File: src/rtl/dpsk_pkg.sv
// Shared types and defaults for the DPSK word deframer.
// State encoding, word/sync defaults, error counter width.
package dpsk_pkg;
  typedef enum logic [1:0] {
    HUNT,
    DATA,
    CHECK
  } state_t;

  localparam int         WORD_W_DEF    = 8;
  localparam logic [7:0] SYNC_WORD_DEF = 8'hA5;
  localparam int         ERR_W         = 8;
endpackage

File: src/rtl/dpsk_word_deframer_if.sv
// Word delivery handshake: word_out/word_sof qualified by
// word_valid, accepted on word_valid && word_ready.
interface dpsk_word_deframer_if #(
  parameter int W = 8
);
  logic [W-1:0] word_out;
  logic         word_valid;
  logic         word_ready;
  logic         word_sof;

  modport master (
    output word_out,
    output word_valid,
    output word_sof,
    input  word_ready
  );

  modport slave (
    input  word_out,
    input  word_valid,
    input  word_sof,
    output word_ready
  );
endinterface

File: src/rtl/dpsk_out_reg.sv
// One-entry valid/ready holding register with sticky overflow.
// Ports: clk1/rst, load_i/data_i/sof_i, clr_i, wif (master), overflow_o.
module dpsk_out_reg #(
  parameter int W = 8
) (
  input  logic         clk1,
  input  logic         rst,
  input  logic         load_i,
  input  logic [W-1:0] data_i,
  input  logic         sof_i,
  input  logic         clr_i,
  dpsk_word_deframer_if.master wif,
  output logic         overflow_o
);
  logic [W-1:0] data_q, data_d;
  logic         valid_q, valid_d;
  logic         sof_q, sof_d;
  logic         ovf_q, ovf_d;
  logic         xfer, take, drop;

  // A load may reuse the slot being handed off this cycle.
  always_comb begin
    xfer    = valid_q && wif.word_ready;
    take    = load_i && (!valid_q || wif.word_ready);
    drop    = load_i && valid_q && !wif.word_ready;
    data_d  = data_q;
    sof_d   = sof_q;
    valid_d = valid_q;
    if (take) begin
      data_d  = data_i;
      sof_d   = sof_i;
      valid_d = 1'b1;
    end else if (xfer) begin
      valid_d = 1'b0;
    end
    // A drop in the same cycle as clr still sets the flag.
    ovf_d = clr_i ? 1'b0 : ovf_q;
    if (drop) ovf_d = 1'b1;
  end

  always_ff @(posedge clk1 or negedge rst) begin
    if (!rst) begin
      data_q  <= '0;
      valid_q <= 1'b0;
      sof_q   <= 1'b0;
      ovf_q   <= 1'b0;
    end else begin
      data_q  <= data_d;
      valid_q <= valid_d;
      sof_q   <= sof_d;
      ovf_q   <= ovf_d;
    end
  end

  assign wif.word_out   = data_q;
  assign wif.word_valid = valid_q;
  assign wif.word_sof   = sof_q;
  assign overflow_o     = ovf_q;
endmodule

File: src/rtl/dpsk_word_deframer.sv
// Sync hunt, flywheel check and MSB-first word packing of demod bits.
// Ports: clk1/rst, bit inputs, clr, wif (words), locked, overflow, err_cnt.
module dpsk_word_deframer
  import dpsk_pkg::*;
#(
  parameter int                WORD_W    = WORD_W_DEF,
  parameter logic [WORD_W-1:0] SYNC_WORD = SYNC_WORD_DEF,
  parameter int                FRAME_LEN = 4,
  parameter int                MISS_MAX  = 3
) (
  input  logic             clk1,
  input  logic             rst,
  input  logic             demodulated,
  input  logic             neg_demodulated,
  input  logic             bit_valid,
  input  logic             clr,
  dpsk_word_deframer_if.master wif,
  output logic             locked,
  output logic             overflow,
  output logic [ERR_W-1:0] err_cnt
);
  localparam int BC_W = $clog2(WORD_W);
  localparam int WC_W = $clog2(FRAME_LEN + 1);
  localparam int MC_W = $clog2(MISS_MAX + 1);
  localparam logic [BC_W-1:0] BC_LAST = BC_W'(WORD_W - 1);
  localparam logic [WC_W-1:0] WC_LAST = WC_W'(FRAME_LEN - 1);
  localparam logic [MC_W-1:0] MC_LAST = MC_W'(MISS_MAX - 1);

  state_t            state_q, state_d;
  logic [WORD_W-1:0] sr_q, sr_d, sr_nx;
  logic [BC_W-1:0]   bit_q, bit_d;
  logic [WC_W-1:0]   wc_q, wc_d;
  logic [MC_W-1:0]   miss_q, miss_d;
  logic [ERR_W-1:0]  err_q, err_d;
  logic              done, sof;

  always_comb begin
    state_d = state_q;
    sr_d    = sr_q;
    bit_d   = bit_q;
    wc_d    = wc_q;
    miss_d  = miss_q;
    done    = 1'b0;
    sof     = 1'b0;
    sr_nx   = {sr_q[WORD_W-2:0], demodulated};
    if (bit_valid) begin
      sr_d = sr_nx;
      unique case (state_q)
        HUNT: begin
          if (sr_nx == SYNC_WORD) begin
            state_d = DATA;
            bit_d   = '0;
            wc_d    = '0;
            miss_d  = '0;
          end
        end
        DATA: begin
          if (bit_q == BC_LAST) begin
            done  = 1'b1;
            sof   = (wc_q == '0);
            bit_d = '0;
            if (wc_q == WC_LAST) begin
              state_d = CHECK;
              wc_d    = '0;
            end else begin
              wc_d = wc_q + 1'b1;
            end
          end else begin
            bit_d = bit_q + 1'b1;
          end
        end
        CHECK: begin
          if (bit_q == BC_LAST) begin
            bit_d = '0;
            if (sr_nx == SYNC_WORD) begin
              miss_d  = '0;
              state_d = DATA;
            end else if (miss_q == MC_LAST) begin
              miss_d  = '0;
              state_d = HUNT;
            end else begin
              // Flywheel: keep the assumed frame alignment.
              miss_d  = miss_q + 1'b1;
              state_d = DATA;
            end
          end else begin
            bit_d = bit_q + 1'b1;
          end
        end
        default: state_d = HUNT;
      endcase
    end
  end

  // A new error in the same cycle as clr counts from zero.
  always_comb begin
    err_d = clr ? '0 : err_q;
    if (bit_valid && (demodulated == neg_demodulated)
        && (err_d != '1))
      err_d = err_d + 1'b1;
  end

  always_ff @(posedge clk1 or negedge rst) begin
    if (!rst) begin
      state_q <= HUNT;
      sr_q    <= '0;
      bit_q   <= '0;
      wc_q    <= '0;
      miss_q  <= '0;
      err_q   <= '0;
    end else begin
      state_q <= state_d;
      sr_q    <= sr_d;
      bit_q   <= bit_d;
      wc_q    <= wc_d;
      miss_q  <= miss_d;
      err_q   <= err_d;
    end
  end

  dpsk_out_reg #(
    .W(WORD_W)
  ) u_out (
    .clk1      (clk1),
    .rst       (rst),
    .load_i    (done),
    .data_i    (sr_nx),
    .sof_i     (sof),
    .clr_i     (clr),
    .wif       (wif),
    .overflow_o(overflow)
  );

  assign locked  = (state_q != HUNT);
  assign err_cnt = err_q;
endmodule

File: src/flat_wrapper.sv
// flat-port wrapper written by rule: the top's interface ports become plain ports
module dpsk_word_deframer_flat import dpsk_pkg::*;
#(
  parameter int                WORD_W    = WORD_W_DEF,
  parameter logic [WORD_W-1:0] SYNC_WORD = SYNC_WORD_DEF,
  parameter int                FRAME_LEN = 4,
  parameter int                MISS_MAX  = 3
)
  (clk1, rst, demodulated, neg_demodulated, bit_valid, clr, locked, overflow, err_cnt, wif_word_out, wif_word_valid, wif_word_sof, wif_word_ready);
  dpsk_word_deframer_if #(.W(8)) wif_i ();
  input  logic clk1;
  input  logic rst;
  input  logic demodulated;
  input  logic neg_demodulated;
  input  logic bit_valid;
  input  logic clr;
  output logic locked;
  output logic overflow;
  output logic [ERR_W-1:0] err_cnt;
  output wire logic [$bits(wif_i.word_out)-1:0] wif_word_out;
  output wire logic [$bits(wif_i.word_valid)-1:0] wif_word_valid;
  output wire logic [$bits(wif_i.word_sof)-1:0] wif_word_sof;
  input wire logic [$bits(wif_i.word_ready)-1:0] wif_word_ready;
  assign wif_word_out = wif_i.word_out;
  assign wif_word_valid = wif_i.word_valid;
  assign wif_word_sof = wif_i.word_sof;
  assign wif_i.word_ready = wif_word_ready;
  dpsk_word_deframer #(.WORD_W(WORD_W), .SYNC_WORD(SYNC_WORD), .FRAME_LEN(FRAME_LEN), .MISS_MAX(MISS_MAX)) u_core (.clk1(clk1), .rst(rst), .demodulated(demodulated), .neg_demodulated(neg_demodulated), .bit_valid(bit_valid), .clr(clr), .wif(wif_i), .locked(locked), .overflow(overflow), .err_cnt(err_cnt));
endmodule
File: config.mk
export PLATFORM = sky130hd
export DESIGN_NAME = dpsk_word_deframer_flat
export DESIGN_NICKNAME = d
export VERILOG_FILES = /design/src/rtl/dpsk_pkg.sv /design/src/rtl/dpsk_word_deframer_if.sv /design/src/rtl/dpsk_out_reg.sv /design/src/rtl/dpsk_word_deframer.sv /design/src/flat_wrapper.sv
export SDC_FILE = /design/constraint.sdc
export NUM_CORES = 1
export LEC_CHECK = 0
export BUFFER_PORTS_ARGS = -buffer_cell sky130_fd_sc_hd__buf_2
export CORE_ASPECT_RATIO = 1.1
export CORE_UTILIZATION = 55
export DETAILED_ROUTE_END_ITERATION = 8
export PLACE_DENSITY = 0.73
export SLEW_MARGIN = 10
export SYNTH_ARGS = -nofsm -noshare
export SYNTH_HDL_FRONTEND = slang
export SYNTH_HIERARCHICAL = 1
export SYNTH_SLANG_ARGS = --single-unit
File: constraint.sdc
create_clock -name clk1 -period 2.14 [get_ports clk1]
set_input_delay 0.321 -clock clk1 [delete_from_list [all_inputs] [get_ports clk1]]
set_output_delay 0.321 -clock clk1 [all_outputs]
set_load 0.005 [all_outputs]
==> results.yml <==
route:
  wl_mm: 3.33
  routed_via_density: 5.84
  drc: 0
  routed-wl-met2_mm: 1.70
  highest_layer: "met4"
  met3_length_um: 107
  dr_total_vias: 1244
  ant_nets: 0
  wl_per_cell_um: 15.6
  dr.pass1.iters: 4
  routedLengthMet1_mm: 1.45
  drt_iter0_drc: 38
critical_path:
  required_ps: 2380
  reg2regPathDepth: 5
  end_kind: "register"
  rrSetupSlack_ps: 280
  timing.rr.end: "u_core/state_q[1]"
  r2r-start: "u_core/bit_q[0]"
  cp_max_fo: 8
  cp.arrival_ps: 2100
  critPathKind: "register to register"
  startpoint_type: "register"
logic_synthesis:
  yosysSeqAreaShare_pct: 50.0
  synth_cell_types: 44
  synth_top_area_share_pct: 50.0
  ys.warnings.count: 6
  syn_area_um2: 1800
  yosys-top-cells-area: "dfrtp_1 50%, mux2_2 11%, ha_1 6.3%, a32o_1 2.2%, inv_1 2.1%"
  ys.flop_type: "dfrtp_1"
  syn_nets: 163
  yosysTopAreaCell: "dfrtp_1"
  async_reset_ff_share_pct: 100
  synthCells: 147
  syn_avg_cell_area_um2: 12.2
  synth_common_cells: "36 x dfrtp_1, 18 x mux2_2, 10 x inv_1"
  synth.most_common_cell: "dfrtp_1"
  ys_ff_latch: 36
  synth_enable_flop_cells: 0
timing:
  hold_violations: 0
  whs_ps: 33.6
  max_freq_mhz: 538
  period_share_pct: 86.9
  fin_ws_ps: 281
  worst_pin_slew_ps: 777
  clock_skew_ps: 7.32
  slew_headroom_pct: 48.2
  setup-tns-final_ps: 0
  drv_slew: 0
  min_period_ps: 1860
  setup_viol: 0
  grt_setup_unrepaired: "false"
cts:
  clk_pin_slew_ps: 120
  clk_latency_ps: 350
  postCtsSetupBuffers: 0
  cts_root_buf: "clkbuf_4"
  cts_buffer_depth: 2
  clock_sinks: 36
  cts_tree: "yes"
  cts_resized: 0
  cts_hold_buffers: 0
  htree_levels: 2
  numCtsBuffers: 5
floorplan:
  rows: 21
  die_h_um: 62.0
  initial_utilization_pct: 58.6
  fp.dieArea_um2: 3510
  coreArea_um2: 3070
  die_x_um: 56.6
  pin_count: 27
grt:
  overflow: 0
  first_global_vias: 1181
  grt_first_pass_wirelength_mm: 5.40
  grt_usage_pct: 21.2
  grt_max_degree: 37
  antenna_found_initial: 0
power:
  ir_drop_mv: 0.666
  power_leakage_uw: 0.00104
  pwr_density_cell_nw_per_um2: 1010
final_layout:
  diodes: 0
  drive_gt1_share_pct: 33.5
  area_growth_pct: 13.6
  num-nets-final: 194
job:
  cap_violations: 0
hold_path:
  hold_class: "primary input to asynchronous set/reset pin"
placement:
  io_buffers: 26
  place_hpwl_mm: 2.34
  place.gp.congestion: 0.817
  place_ws_ps: 244
outcome:
  status: "complete, no violations"
-- cell type report --
type                            count  area (µm²)
Fill cell                         245        1030
Sequential cell                    36         901
Multi-Input combinational cell     99         853
Timing Repair Buffer               26         130
Clock inverter                      3        42.5
Tap cell                           34        42.5
Clock buffer                        5        37.5
Inverter                           10        37.5
-- cell families (layout without fill, tap and decap cells) --
| logic type | after synthesis | count (layout) | synth area share, % |
|---|---|---|---|
| compound gates | 22 | 22 | 10.0 |
| xor+xnor | 6 | 6 | 3.34 |
| fa+ha+maj | 9 | 9 | 6.25 |
| buf+inv | 12 | 44 | 2.57 |
| flops | 36 | 36 | 50.0 |
| mux | 19 | 19 | 11.8 |
| simple gates | 43 | 43 | 16.0 |
-- stage by stage --
stage | util, % | cell area [µm²] | instances | power [µW]
2_1_floorplan | - | 1800 | 147 | 1370
3_3_place_gp | 63.9 | 1960 | 205 | 1550
3_5_place_dp | 63.9 | 1960 | 205 | 1590
4_1_cts | 66.5 | 2040 | 213 | 2080
5_1_grt | 66.5 | 2040 | 213 | 2210
6_report | 66.5 | 2040 | 213 | 2070
-- per-layer routing --
metal	global-route usage [%]	vias to the layer above
li1	-	589
met1	24.5	627
met2	37.3	20
met3	6.00	8
met4	9.76	0
met5	0	-
-- flip-flops by register name (all words and copies together) (netlist names) --
signal                       flops
u_core/bit_q                     3
u_core/err_cnt                   8
u_core/miss_q                    2
u_core/sr_q                      7
u_core/state_q                   2
u_core/u_out/overflow_o          1
u_core/u_out/wif.word_out        8
u_core/u_out/wif.word_sof        1
u_core/u_out/wif.word_valid      1
u_core/wc_q                      3
-- worst max-delay path, stage by stage, from the launching register on --
cell and delay (ps):
dfrtp_1 420, ha_1 210, ha_1 280, a21boi_0 170, o211ai_1 300, mux2_2 370
-- how the worst max path moves through the flow --
stage                           start                            to  slack (ps)  cells past startpoint
floorplan           u_core/err_cnt[0]             u_core/err_cnt[7]         460                      6
global placement                  clr             u_core/err_cnt[7]         300                      7
detailed placement                clr             u_core/err_cnt[7]         240                      7
CTS                   u_core/bit_q[0]  u_core/u_out/wif.word_out[7]         280                      6
global route          u_core/bit_q[0]  u_core/u_out/wif.word_out[7]         160                      6
finish                u_core/bit_q[0]             u_core/state_q[1]         280                      5
-- power breakdown --
part / switching (µW) / internal [µW] / total, µW
registers: 105 / 841 / 946
clock network: 240 / 243 / 483
logic: 322 / 314 / 636
total: 667 / 1400 / 2070
-- cell usage in the layout (no fill, tap or decap), types with 3 or more instances in the layout --
cell type and n:
nor2_1 8, nand2_1 7, nand2b_1 4, a32o_1 4
and2b_1 3, inv_1 10, ha_1 9, xnor2_1 4
clkbuf_4 5, mux2_2 18, dfrtp_1 36, buf_2 26
No activity file was read; power rests on OpenSTA's default activity.
